<file path="src/rtl/csr_pkg.sv">
// ============================================================================
//  Module : csr_pkg
//  Brief  : Shared constants for the sharpening CSR block: register map,
//           STATUS bit positions and the access FSM state encoding.
//  Rev    : 1.0  initial release
// ============================================================================
`default_nettype none

package csr_pkg;

  // Register addresses
  localparam logic [2:0] ADDR_ID       = 3'd0;
  localparam logic [2:0] ADDR_CTRL     = 3'd1;
  localparam logic [2:0] ADDR_STATUS   = 3'd2;
  localparam logic [2:0] ADDR_IMG_BASE = 3'd3;
  localparam logic [2:0] ADDR_DIM      = 3'd4;

  // CTRL / STATUS bit positions
  localparam int CTRL_START_BIT  = 0;
  localparam int STATUS_BUSY_BIT = 0;
  localparam int STATUS_DONE_BIT = 1;

  // Requester index inside the arbiter request/grant vectors
  localparam int REQ_CPU = 0;
  localparam int REQ_DBG = 1;

  // Access FSM
  typedef enum logic [1:0] {
    IDLE   = 2'd0,
    ACCESS = 2'd1,
    ACK    = 2'd2
  } state_t;

endpackage

`default_nettype wire

</file>
<file path="src/rtl/rr_arb2.sv">
// ============================================================================
//  Module : rr_arb2
//  Brief  : Two-way arbiter, one-hot grant. Bit 0 = CPU, bit 1 = debug host.
//           Default build: round-robin with a last-grant pointer that resets
//           to the debug side, so the CPU wins the first tie.
//           With DBG_PRIORITY_EN defined: debug always wins, no pointer.
//  Rev    : 1.0  initial release
// ============================================================================
`default_nettype none

module rr_arb2
  import csr_pkg::*;
(
  input  logic       clk,
  input  logic       rst_n,
  input  logic [1:0] req,
  input  logic       take,   // grant is being consumed this cycle
  output logic [1:0] grant
);

`ifdef DBG_PRIORITY_EN
  // Clock, reset and take are not needed without a pointer
  logic unused_ok;
  assign unused_ok = ^{clk, rst_n, take};

  // Fixed priority: debug host first
  always_comb begin
    grant = 2'b00;
    if (req[REQ_DBG])      grant[REQ_DBG] = 1'b1;
    else if (req[REQ_CPU]) grant[REQ_CPU] = 1'b1;
  end
`else
  logic last_dbg;

  // Round-robin: on a tie the side not granted last wins
  always_comb begin
    grant = 2'b00;
    case (req)
      2'b01:   grant = 2'b01;
      2'b10:   grant = 2'b10;
      2'b11:   grant = last_dbg ? 2'b01 : 2'b10;
      default: grant = 2'b00;
    endcase
  end

  // Remember who was granted last, updated only when a grant is taken
  always_ff @(posedge clk or negedge rst_n) begin
    if (!rst_n)    last_dbg <= 1'b1;
    else if (take) last_dbg <= grant[REQ_DBG];
  end
`endif

endmodule

`default_nettype wire

</file>
<file path="src/rtl/csr_arbiter.sv">
// ============================================================================
//  Module : csr_arbiter
//  Brief  : Control/status register block for the image-sharpening engine.
//           Shares one register port between the CPU and the debug host,
//           holds ID / CTRL / STATUS / IMG_BASE / DIM, drives cfg_* outputs.
//           Optional macro DBG_PRIORITY_EN: debug host wins every tie.
//  Rev    : 1.0  initial release
// ============================================================================
`default_nettype none

module csr_arbiter
  import csr_pkg::*;
#(
  parameter logic [7:0] ID_VALUE = 8'hA5,
  parameter int         DW       = 32
) (
  input  logic          clk,
  input  logic          rst_n,
  input  logic          cpu_req,
  input  logic          cpu_we,
  input  logic [2:0]    cpu_addr,
  input  logic [DW-1:0] cpu_wdata,
  output logic          cpu_ack,
  output logic [DW-1:0] cpu_rdata,
  input  logic          dbg_req,
  input  logic          dbg_we,
  input  logic [2:0]    dbg_addr,
  input  logic [DW-1:0] dbg_wdata,
  output logic          dbg_ack,
  output logic [DW-1:0] dbg_rdata,
  input  logic          sharp_busy,
  input  logic          sharp_done,
  output logic          cfg_start,
  output logic [31:0]   cfg_img_base,
  output logic [15:0]   cfg_width,
  output logic [15:0]   cfg_height
);

  state_t        state;
  logic          owner_dbg;
  logic          lat_we;
  logic [2:0]    lat_addr;
  logic [DW-1:0] lat_wdata;
  logic [31:0]   wdata32;
  logic [31:0]   img_base;
  logic [31:0]   dim;
  logic          done;
  logic [31:0]   rd_val;
  logic [1:0]    grant;
  logic          take;
  logic          clr_done;

  assign take    = (state == IDLE) && (cpu_req || dbg_req);
  assign wdata32 = 32'(lat_wdata);

  rr_arb2 u_arb (
    .clk   (clk),
    .rst_n (rst_n),
    .req   ({dbg_req, cpu_req}),
    .take  (take),
    .grant (grant)
  );

  assign cfg_img_base = img_base;
  assign cfg_width    = dim[15:0];
  assign cfg_height   = dim[31:16];

  assign clr_done = (state == ACCESS) && lat_we && (lat_addr == ADDR_STATUS)
                    && wdata32[STATUS_DONE_BIT];

  // Read mux for the latched address
  always_comb begin
    rd_val = 32'h0;
    case (lat_addr)
      ADDR_ID:       rd_val = {24'h0, ID_VALUE};
      ADDR_STATUS: begin
        rd_val[STATUS_BUSY_BIT] = sharp_busy;
        rd_val[STATUS_DONE_BIT] = done;
      end
      ADDR_IMG_BASE: rd_val = img_base;
      ADDR_DIM:      rd_val = dim;
      default:       rd_val = 32'h0;
    endcase
  end

  // Access FSM with registered acks, read data, start pulse and config regs
  always_ff @(posedge clk or negedge rst_n) begin
    if (!rst_n) begin
      state     <= IDLE;
      owner_dbg <= 1'b0;
      lat_we    <= 1'b0;
      lat_addr  <= 3'd0;
      lat_wdata <= '0;
      img_base  <= 32'h0;
      dim       <= 32'h0;
      cpu_ack   <= 1'b0;
      dbg_ack   <= 1'b0;
      cpu_rdata <= '0;
      dbg_rdata <= '0;
      cfg_start <= 1'b0;
    end else begin
      cpu_ack   <= 1'b0;
      dbg_ack   <= 1'b0;
      cpu_rdata <= '0;
      dbg_rdata <= '0;
      cfg_start <= 1'b0;
      case (state)
        IDLE: begin
          if (take) begin
            owner_dbg <= grant[REQ_DBG];
            lat_we    <= grant[REQ_DBG] ? dbg_we    : cpu_we;
            lat_addr  <= grant[REQ_DBG] ? dbg_addr  : cpu_addr;
            lat_wdata <= grant[REQ_DBG] ? dbg_wdata : cpu_wdata;
            state     <= ACCESS;
          end
        end
        ACCESS: begin
          if (lat_we) begin
            case (lat_addr)
              ADDR_CTRL:     cfg_start <= wdata32[CTRL_START_BIT] && !sharp_busy;
              ADDR_IMG_BASE: img_base  <= wdata32;
              ADDR_DIM:      dim       <= wdata32;
              default:       ;
            endcase
          end
          // Writes return zero data; reads return the selected register
          if (owner_dbg) begin
            dbg_ack   <= 1'b1;
            dbg_rdata <= lat_we ? '0 : DW'(rd_val);
          end else begin
            cpu_ack   <= 1'b1;
            cpu_rdata <= lat_we ? '0 : DW'(rd_val);
          end
          state <= ACK;
        end
        ACK:     state <= IDLE;
        default: state <= IDLE;
      endcase
    end
  end

  // Sticky done flag: engine completion wins over a simultaneous clear
  always_ff @(posedge clk or negedge rst_n) begin
    if (!rst_n)          done <= 1'b0;
    else if (sharp_done) done <= 1'b1;
    else if (clr_done)   done <= 1'b0;
  end

endmodule

`default_nettype wire

</file>
<file path="config.mk">
export PLATFORM = sky130hd
export DESIGN_NAME = csr_arbiter
export DESIGN_NICKNAME = d
export VERILOG_FILES = /design/src/rtl/csr_pkg.sv /design/src/rtl/rr_arb2.sv /design/src/rtl/csr_arbiter.sv
export SDC_FILE = /design/constraint.sdc
export NUM_CORES = 1
export LEC_CHECK = 0
export ABC_AREA = 1
export BUFFER_PORTS_ARGS = -buffer_cell sky130_fd_sc_hd__buf_2
export CORE_ASPECT_RATIO = 1.25
export CORE_UTILIZATION = 52
export CTS_CLUSTER_SIZE = 25
export DETAILED_ROUTE_END_ITERATION = 10
export PLACE_DENSITY = 0.8
export REMOVE_ABC_BUFFERS = 1
export SLEW_MARGIN = 20
export SYNTH_ARGS = -nofsm -noshare
export SYNTH_HDL_FRONTEND = slang
export SYNTH_SLANG_ARGS = --single-unit
export TNS_END_PERCENT = 5
</file>
<file path="constraint.sdc">
create_clock -name clk -period 2.3 [get_ports clk]
set_clock_uncertainty 0.2 [all_clocks]
set_input_delay 0.345 -clock clk [delete_from_list [all_inputs] [get_ports clk]]
set_output_delay 0.345 -clock clk [all_outputs]
set_load 0.02 [all_outputs]
</file>
Yosys cells after proc, flatten, opt, wreduce, memory -nomap -nowiden
Index checks and enable logic that the tools add are counted.

word-level totals
  flip-flop bits (word level) = 172
  output and inout bits = 131
  logic and storage cells = 59
  input port bits = 78

cells by class
  reduce and logical (&&, ||, !) cells = 13
  equality and inequality tests = 9
  mux-type cells = 23

operators with widths
  operator              count
  $mux W32              6
  $pmux W30 S3          1
  $mux W1               10
  $pmux W2 S4           1
  $eq A3 B2 Y1 const B  2
  $pmux W2 S3           1
  $reduce_and A3 Y1     2
  $logic_and A1 B1 Y1   5
  $eq A2 B1 Y1 const B  2
  $eq A2 B2 Y1 const B  2
  $mux W2               2
  $pmux W2 S2           1
  $eq A3 B1 Y1 const B  1
  $eq A3 B3 Y1 const B  1
  $logic_not A3 Y1      1
  $mux W3               1
  $logic_not A2 Y1      1
  $ne A2 B2 Y1 const B  1
  $reduce_and A2 Y1     1
  $reduce_bool A2 Y1    1
  $logic_not A1 Y1      1
  $logic_or A1 B1 Y1    1

Longest topological paths before layout
Gate-level depths: netlist (run 1).

  word-level depth = 6
  depth in mapped cells = 8
  gate-level depth less buffers = 7

By module
From an unflattened synthesis (run 1), not the netlist that was laid out.

unflattened totals
  cells, all modules = 790
  area total of the unflattened synthesis = 7,018.0 µm²

by module, submodules not included
  module       instances  area an instance (µm²)  seq. area each (µm²)  cells an instance
  csr_arbiter  1          6,954.2                 4,279.1               781
  rr_arb2      1          63.8                    26.3                  9

Worst setup path after synthesis (run 1)
Ideal clock, no wire load.

  path type = reg-to-reg
  start = register lat_addr[1]
  end = register dim[23]
  buffers on the path = 2
  data required time = 1,982 ps
  setup time = 118 ps
  stages on the path, launching flop included = 7
  data arrival time = 1,299 ps
  clock period less this slack = 1,617 ps
  setup slack = 683 ps
  cell sequence = dfrtp_1 buf_6 nor3_4 nand2_4 buf_6 nand2_1 o21ai_2

on the way
  longest elaborated chain between the ends = 2

ends and longest elaborated chain
  element                      RTL line            text
  from (decl)                  csr_arbiter.sv:42   logic [2:0] lat_addr;
  from (signal assigned)       csr_arbiter.sv:112  lat_addr <= grant[REQ_DBG] ? dbg_addr : cpu_addr;
  $eq A3 B3 Y1                 csr_arbiter.sv:119  case (lat_addr)
  $reduce_and A3 Y1 (no line)  --
  to (signal assigned)         csr_arbiter.sv:122  ADDR_DIM: dim <= wdata32;
  to (decl)                    csr_arbiter.sv:46   logic [31:0] dim;

Every way passes these cells.
A chain may end at the register's enable or synchronous reset.

Final worst setup path (run 1)
  start = input port dbg_req
  end = register lat_wdata[25]

on the way
  longest elaborated chain between the ends = 3
  elaborated cells on any way between the ends = 8
  classes of those cells = 3 x eq/ne; 2 x mux; 3 x reduce/logical

ends and longest elaborated chain
  element                                                    RTL line                          text
  from (decl)                                                csr_arbiter.sv:25                 input logic dbg_req,
  $eq A2 B2 Y1, or another cell as far along                 rr_arb2.sv:38                     case (req)
  $pmux W2 S3 / $logic_and A1 B1 Y1 (equally long branches)  rr_arb2.sv:38, csr_arbiter.sv:53
  $mux W32 / $reduce_and A2 Y1 (equally long branches)       --
  to (signal assigned)                                       csr_arbiter.sv:113                lat_wdata <= grant[REQ_DBG] ? dbg_wdata : cpu_wdata;
  to (decl)                                                  csr_arbiter.sv:43                 logic [DW-1:0] lat_wdata;

Several ways; a longest one is shown, not always the timed one.

==> results of run 1 <==
## synthesized netlist by cell type, drive strengths merged
cell	count	share of area
and3	1	0.00089
buf	17	0.020
clkbuf	25	0.013
dfrtp	171	0.61
dfstp	1	0.0037
inv	78	0.041
nand2	301	0.16
nand3	5	0.0035
nand4	4	0.0035
nor2	72	0.039
nor3	3	0.0044
o211ai	36	0.038
o21ai	69	0.066
## registers in the layout (all words and copies together), names as in the netlist
register        cells
cfg_img_base       32
cfg_start           1
cpu_ack             1
cpu_rdata          32
dbg_ack             1
dbg_rdata          32
dim                32
done                1
lat_addr            3
lat_wdata          32
lat_we              1
owner_dbg           1
state               2
u_arb.last_dbg      1
## routing by layer
metal  vias up  share of wire
li1       2901              -
met4         0          0.024
met2       192           0.53
met3        31          0.048
met5         -              0
met1      2790           0.39
## worst reg2reg max path, cell delays in order, from the launching register on
cell and delay, ns:
dfrtp_1 0.42, inv_2 0.18, nand2_1 0.14, nor2_4 0.15, buf_4 0.25, nand2_1 0.10, nand2_1 0.08, nand2_1 0.08
nor2_1 0.12
## power by group through the flow
stage | registers, mW | clock network [mW] | logic, mW
after floorplan | 5.08 | 0 | 1.81
after global placement | 4.55 | 0 | 3.78
after detailed placement | 4.56 | 0 | 3.88
after CTS | 4.53 | 2.72 | 3.97
after global routing | 4.65 | 2.85 | 4.38
final | 4.54 | 2.68 | 3.92
## path summary, 6_finish.rpt
check                             startpoint             end  slack (ns)  depth (start not counted)
worst min register to register     owner_dbg         cpu_ack        0.27                          1
worst min-delay path            dbg_wdata[4]    lat_wdata[4]        0.02                          3
worst max register to register   lat_addr[2]    dbg_rdata[5]        0.50                          8
max in group asynchronous              rst_n  u_arb.last_dbg        0.98                          3
min in group asynchronous              rst_n    cpu_rdata[2]        0.21                          2
worst max-delay path                 dbg_req   lat_wdata[25]        0.47                          7
## layout make-up
type                            instances  share of cell area
Clock inverter                          6             0.00696
Sequential cell                       172               0.469
Timing Repair Buffer                  258               0.170
Tap cell                              171              0.0233
Clock buffer                           23              0.0532
Multi-Input combinational cell        491               0.246
Inverter                               78              0.0319
## metrics by stage
stage               instance area, um2  worst slack [ns]
detailed placement                8290             0.553
global placement                  8290             0.587
floorplan                         6840            -0.320
finish                            9170             0.471
global route                      9170             0.331
CTS                               9170             0.482
## cells by family after synthesis
family	count (synthesis)	share of synthesized area
and+or+nand+nor	386	0.213
AOI/OAI and AO/OA	105	0.104
buffers and inverters	120	0.0745
DFF	172	0.609
## repair_timing
action	in CTS	in global routing
gates resized for setup	0	0
hold endpoints to repair	71	0
hold buffers	33	0
==> results by group, run 1 <==
Run status
  • Status: finished, final reports clean

Pwr
  • PD cells: 1220 nW/um2
  • Pint: 6.73 mW
  • Sw frac: 0.396
  • Leakage: roughly 5.2 nW
  • Clock power frac: 0.241
  • Net Sw Power: 4.41 mW
  • Sequential Power Share: 0.407
  • Combinational share of power: 0.352
  • Worst vdd ir: 0.000584 V
  • Total power: 11.1 mW

Placed design
  • Input/output buffers: 208
  • Global placer's final weighted congestion: roughly 0.8
  • Post-DP HPWL: 11300 um
  • Placed insts: 1137

Die
  • Rows: between 40 and 50
  • Die Wd: between 100 and 150 um
  • Initial Util: 0.534
  • Core area: 13200 um2
  • Num ports: 209
  • Die H: between 100 and 150 um
  • DIE AREA: ~14000 um2

Min path
  • Hold Path Class: input port to register

STA
  • Final Setup Violations: 0
  • Fmax: ~0.55 GHz
  • Slew @ Worst Pin: 0.506 ns
  • Fin Hold WS: 0.0209 ns
  • Final worst-path cycle share: 0.795
  • Max-slew headroom: 0.662
  • Final Hold Viols: 0
  • Pins Over Slew Limit: 0
  • RSZ-0062 raised after global routing: false
  • Final Critical Period: between 1.5 and 2 ns
  • Setup TNS: 0 ns

Finish
  • Most frequent cells in the layout: 298 x nand2_1, 207 x buf_2, 171 x dfrtp_1
  • Fin util: 0.693
  • Sequential Area: 4310 um2
  • Fin cells: 1199
  • Antenna Cells: 0
  • Nets@finish: 1096
  • Multi-input logic area: 2250 um2
  • Commonest non-fill, non-tap cell in the layout: nand2_1
  • Ratio of cells with drive above 1 in the final layout: 0.286
  • Synthesis-to-layout area growth: 29.7%
  • Fillers: roughly 1100

Route
  • Wire per inst: around 15 um
  • Pre-antenna DRT Iters: 4
  • Vias: 5914
  • Vias per inst: 4.93
  • Drt initial violations: 220
  • DRC viols: 0
  • Final wirelength: between 15000 and 20000 um
  • Routed Antenna Nets: 0

Logic synthesis
  • Avg Cell Area, Syn: roughly 9.0 um2
  • Post-synth cell types: 23
  • Post-Syn Area: 7070 um2
  • Syn Inst Count: 783
  • Number of synthesized register bits: 172
  • Yosys warnings: 0
  • Sequential fraction of the synthesis area: 0.609

Worst setup path
  • CP max-delay cell: dlygate4sd3_1
  • CP Launch Type: input port
  • Largest fanout on the critical path: 39
  • CP required: 2.45 ns
  • CP Capture Type: register
  • Max incr delay on CP: 0.51 ns
  • Crit path DAT: about 2.0 ns
  • CP cell instances: dlygate4sd3_1 -> buf_2 -> nor2_1 -> nor3_4 -> buf_4 -> o211ai_1 -> nand2_1
  • CP Class: input port to register
  • Top delay family on crit path: buffers and inverters
  • Critical path buffers and inverters: 3

Clock tree
  • Clock sink count: between 150 and 200
  • Maximum root-to-sink buffer count: 2
  • Worst-path clk slew: 0.06 ns
  • Clock H-tree levels: 4
  • Clock root buffer: clkbuf_16
  • CTS tree: built
  • Cts bufs inserted: 17
  • Setup repair bufs after CTS: 0
  • Worst skew pair latency: around 0.41 ns

Global route
  • Initial antenna violation count: 0
  • Met3 Usage GRT: 0.0549
  • First-pass GRT wire length: 29000 um
  • M2 GR Usage: 0.475
  • Largest net degree at the start of global routing: 69
  • GR Overflow Total: 0
  • Vias in the first global route: 6019
  • Layer with the highest usage: met2
  • M1 GR Usage: 0.315
  • GRT Total Usage: 0.270

Job
  • Max cap viols: 0
No activity file was read; power rests on OpenSTA's default activity.
==> inputs of run 2 (changes only) <==
ABC_AREA = 0   (was 1)
CORE_UTILIZATION = 51   (was 52)
clock period = 1.7 ns   (was 2.3 ns; I/O delays follow)
==> results by group, run 2 <==
Worst setup path
  • CP cell instances: nor3b_2 -> and3_4 -> clkbuf_16 -> mux2_1
  • Max incr delay on CP: 0.43 ns
  • Worst R2R Path Depth: 4
  • CP Class: register to register
  • CP max-delay cell: dfrtp_1
  • R2r startpoint: lat_addr[1]
  • CP Launch Type: register
  • Crit path DAT: 1.88 ns
  • Largest fanout on the critical path: 10
  • Reg-to-reg endpoint: dim[1]
  • CP required: 1.80 ns
  • CP Capture Type: register
  • R2R setup slack: -0.08 ns

Finish
  • Commonest non-fill, non-tap cell in the layout: buf_2
  • Nets@finish: 940
  • Most frequent cells in the layout: 207 x buf_2, 171 x dfrtp_1, 77 x dlygate4sd3_1
  • Ratio of cells with drive above 1 in the final layout: 0.414
  • Fin cells: roughly 1000
  • Synthesis-to-layout area growth: 44.8%

Route
  • Wire per inst: 20.0 um
  • Routed Antenna Nets: 0
  • DRC viols: 0
  • Drt initial violations: 311
  • Final wirelength: 20900 um
  • Vias per inst: around 5.6
  • Vias: between 5000 and 6000
  • Pre-antenna DRT Iters: 5

Global route
  • Layer with the highest usage: met2
  • Initial antenna violation count: 1
  • M2 GR Usage: 0.533
  • Met3 Usage GRT: 0.0516
  • Largest net degree at the start of global routing: 37
  • GRT Total Usage: 0.305
  • First-pass GRT wire length: 31600 um
  • M1 GR Usage: 0.365
  • Vias in the first global route: roughly 6000
  • GR Overflow Total: 0

STA
  • Final Setup Violations: 73
  • RSZ-0062 raised after global routing: true
  • Max-slew headroom: 0.736
  • Final worst slack: -0.0806 ns
  • Fmax: 0.562 GHz
  • Pins Over Slew Limit: 0
  • Final worst-path cycle share: 1.05
  • Setup TNS: -3.14 ns
  • Slew @ Worst Pin: slightly below 0.4 ns
  • Final Hold Viols: 0
  • Final Critical Period: 1.78 ns

Logic synthesis
  • EDFF count, synth: 0
  • Asr flop ratio synth: 1.00
  • Synth area leaders: dfrtp_1 63%, mux2_4 6.6%, mux2_2 4.8%
  • Yosys warnings: 0
  • Post-Syn Area: 6780 um2
  • Sequential fraction of the synthesis area: 0.635
  • Yosys top cell area share: 0.631
  • Number of synthesized register bits: approximately 170
  • Most frequent cell after synthesis: dfrtp_1
  • Dominant synthesized flop cell: dfrtp_1
  • Post-synth cell types: 35
  • Most common library cells after synthesis: 171 x dfrtp_1, 74 x nand2_1, 66 x nor2_1, 38 x a21oi_1, 37 x a31oi_1
  • Avg Cell Area, Syn: around 12 um2
  • Syn Inst Count: approximately 560
  • Cell taking the most area after synthesis: dfrtp_1

Die
  • Num ports: 209
  • Rows: 46
  • Die H: 131 um
  • Initial Util: 0.528
  • Die Wd: about 110 um
  • DIE AREA: roughly 14000 um2
  • Core area: 12800 um2

Placed design
  • Placed insts: 928
  • Place WS: -0.0898 ns
  • Global placer's final weighted congestion: approximately 0.85
  • Post-DP HPWL: 12500 um
  • Input/output buffers: 208

Clock tree
  • Clock root buffer: clkbuf_16
  • Cts bufs inserted: 17
  • Worst-path clk slew: 0.07 ns
  • Clock H-tree levels: 4
  • Worst skew pair latency: 0.42 ns
  • Clock sink count: 172
  • Maximum root-to-sink buffer count: 2
  • CTS tree: built

Run status
  • Status: finished with violations
  • Failing checks: setup timing

Pwr
  • Worst vdd ir: 0.000847 V
  • PD cells: 1740 nW/um2
  • Leakage: 4.85 nW
  • Total power: 17.0 mW

Job
  • Max cap viols: 0

Min path
  • Hold Path Class: input port to async pin
run 2: changes by cell type in the layout (fill, tap and decap cells not counted), moves of 33 or more:
cell	before	now
a21oi_1	0	35
mux2_4	0	57
nand2_1	298	74
dlygate4sd3_1	33	77
inv_1	76	2
o21ai_0	34	1
a31oi_1	0	33
o211ai_1	36	0
run 2: worst max-delay path: cells and delay by family (launching register included):
kind / cells / cell delay (ns)
and+or+nand+nor: 2 / 0.50
DFF: 1 / 0.43
muxes: 1 / 0.34
buffers and inverters: 1 / 0.19
run 2: repair_timing:
action	CTS	global route
gates cloned	1	1
gates resized for setup	11	33
endpoints found under the hold margin	211	0
setup endpoints to repair	63	148
pin swaps	1	1
setup buffers	3	1
hold buffers	77	0
run 2: cell type report:
| cell class | count | area (um2) |
|---|---|---|
| multi-input cells | 340 | 2400 |
| clock inverters | 14 | 113 |
| repair buffers | 329 | 2350 |
| clock buffers | 18 | 429 |
| inverters | 2 | 7.51 |
| well taps | 168 | 210 |
| fillers | 779 | 3020 |
| diodes | 1 | 2.50 |
| flip-flops and latches | 172 | 4310 |
run 2: cells by family after synthesis:
kind of cell    count (synthesis)  share of synthesized area
mux                            65                      0.125
buf+inv                        46                     0.0352
simple gates                  164                      0.102
flops                         172                      0.635
compound gates                111                      0.103
run 2: metrics by stage:
| stage | cell area (um2) | util | hold slack [ns] |
|---|---|---|---|
| 2_1_floorplan | 6550 | - | -0.241 |
| 3_3_place_gp | 8250 | 0.643 | -0.0746 |
| 3_5_place_dp | 8250 | 0.643 | -0.0711 |
| 4_1_cts | 9650 | 0.752 | 0.0606 |
| 5_1_grt | 9820 | 0.765 | 0.0753 |
| 6_report | 9820 | 0.765 | 0.0546 |
run 2: report_power, final:
group          switching, mW  internal (mW)
Clock                   1.67           1.89
Sequential              1.31           5.42
Combinational           3.69           3.05
Total                   6.67           10.4
run 2: worst max path at each step:
stage,from,slack (ns),cells past startpoint,endpoint
2_1_floorplan,lat_addr[2],-2.18,3,dim[0]
3_3_place_gp,lat_addr[1],-0.03,4,dim[8]
3_5_place_dp,lat_addr[1],-0.09,4,dim[22]
4_1_cts,lat_addr[2],-0.07,4,cfg_img_base[7]
5_1_grt,lat_addr[2],-0.13,4,cfg_img_base[15]
6_report,lat_addr[1],-0.08,4,dim[1]
run 2: routing by layer:
layer / up-vias / share of wire
met4: 0 / 0.041
li1: 2529 / -
met2: 331 / 0.52
met3: 73 / 0.060
met5: - / 0
met1: 2887 / 0.37
==> inputs of run 3 (changes only) <==
SETUP_SLACK_MARGIN = 0.3   (was default)
==> results by group, run 3 (same netlist as run 2, synthesis figures left out) <==
Run status
  • Status: finished with violations
  • Failing checks: setup timing

STA
  • Final worst slack: -0.184 ns
  • Final Critical Period: 1.88 ns
  • Setup TNS: -8.03 ns
  • Slew @ Worst Pin: between 0.4 and 0.5 ns
  • Max-slew headroom: 0.694
  • Final Setup Violations: between 80 and 90
  • Final Hold Viols: 0
  • Final worst-path cycle share: 1.11
  • Pins Over Slew Limit: 0
  • RSZ-0062 raised after global routing: true
  • Fmax: 0.531 GHz

Finish
  • Fillers: 501
  • Sequential Area: 4310 um2
  • Nets@finish: ~940
  • Fin util: 0.870
  • Ratio of cells with drive above 1 in the final layout: 0.500
  • Multi-input logic area: 2900 um2
  • Final instance area: 11200 um2
  • Synthesis-to-layout area growth: 64.6%
  • Most frequent cells in the layout: 171 x dfrtp_1, 135 x buf_6, 77 x dlygate4sd3_1, 77 x buf_2, 64 x nor2_1
  • Commonest non-fill, non-tap cell in the layout: dfrtp_1

Die
  • DIE AREA: approximately 14000 um2
  • Core area: 12800 um2
  • Die Wd: 105 um
  • Die H: 131 um
  • Rows: 46
  • Initial Util: 0.528
  • Num ports: 209

Worst setup path
  • CP Launch Type: register
  • CP Class: register to register
  • CP required: 1.81 ns
  • CP Capture Type: register
  • R2r startpoint: lat_addr[0]
  • CP startpoint: lat_addr[0]
  • Crit path DAT: 2.00 ns
  • Largest fanout on the critical path: 20

Pwr
  • Worst vdd ir: 0.000940 V
  • Leakage: 5.09 nW
  • PD cells: 1780 nW/um2

Route
  • DRC viols: 0
  • Vias per inst: 6.15
  • Pre-antenna DRT Iters: 6
  • Final wirelength: 27700 um
  • Routed Antenna Nets: 0
  • Drt initial violations: 527
  • Vias: about 6400
  • Wire per inst: 26.6 um

Global route
  • GRT Total Usage: 0.352
  • Initial antenna violation count: 0
  • First-pass GRT wire length: 35700 um
  • Largest net degree at the start of global routing: 37
  • Vias in the first global route: 6433
  • GR Overflow Total: 0

Placed design
  • Post-DP HPWL: 12500 um
  • Input/output buffers: 208
  • Post-place instance area: 8250 um2
  • Global placer's final weighted congestion: roughly 0.85

Job
  • Max cap viols: 0

Min path
  • Hold Path Class: input port to async pin

Clock tree
  • Clock H-tree levels: 4
  • Clock root buffer: clkbuf_16
  • Maximum root-to-sink buffer count: 2
  • CTS tree: built
  • Worst-path clk slew: 0.07 ns
  • Worst skew pair latency: 0.44 ns
  • Clock sink count: between 150 and 200
  • Cts bufs inserted: 17
==> run 3: cell count changes in the layout (fill, tap and decap cells not counted), sizes merged <==
cell	before	now
clkbuf	19	18
==> run 3: per-layer routing <==
layer / global-route usage / vias up / wire (um)
met3: 0.0625 / 162 / 2050
met2: 0.633 / 503 / 14700
met5: 0 / - / 0
met4: 0.212 / 0 / 1970
met1: 0.394 / 3213 / 9010
li1: - / 2541 / -
==> run 3: stage by stage <==
step	worst slack, ns	total power [mW]	instances	hold slack (ns)
global placement	-0.0269	12.4	928	-0.0746
detailed placement	-0.0898	12.7	928	-0.0711
floorplan	-2.18	9.92	514	-0.241
finish	-0.184	19.9	1043	0.0627
CTS	-0.0665	17.8	1041	0.0606
global route	-0.220	20.4	1042	0.0663
==> run 3: area by class of cell <==
class / instances / share of cell area
Sequential cell: 172 / 0.386
Timing Repair Buffer: 328 / 0.287
Multi-Input combinational cell: 340 / 0.259
Clock buffer: 18 / 0.0384
Tap cell: 168 / 0.0188
Clock inverter: 14 / 0.0101
Inverter: 2 / 0.000673
Antenna cell: 1 / 0.000224
==> run 3: worst paths after layout <==
path | cells past startpoint | endpoint | slack (ns)
max reg2reg | 4 | dim[16] | -0.18
min in group clk | 5 | lat_wdata[28] | 0.24
max | 4 | dim[16] | -0.18
max in group asynchronous | 3 | dim[7] | 0.63
min | 2 | dim[3] | 0.06
min reg2reg | 1 | done | 0.33
==> run 3: where the power goes <==
group / leakage (nW) / total, mW / switching (mW) / internal [mW]
clock network: 0.250 / 3.74 / 1.85 / 1.90
logic: 2.65 / 8.92 / 4.53 / 4.38
registers: 2.19 / 7.22 / 1.80 / 5.42
==> run 3: what timing repair did <==
action                     4_1_cts  5_1_grt
hold endpoints to repair       211        0
pin swaps                       78      108
setup buffers                    3        1
setup endpoints to repair      253      299
hold buffers                    77        0
resized for setup              235      177
gates cloned                     1        0
==> run 3: worst max-delay path, stage by stage, from the launching register on <==
cell and delay, ns:
dfrtp_1 0.44, nor3b_2 0.27, and3_4 0.27, buf_12 0.20
mux2_2 0.38
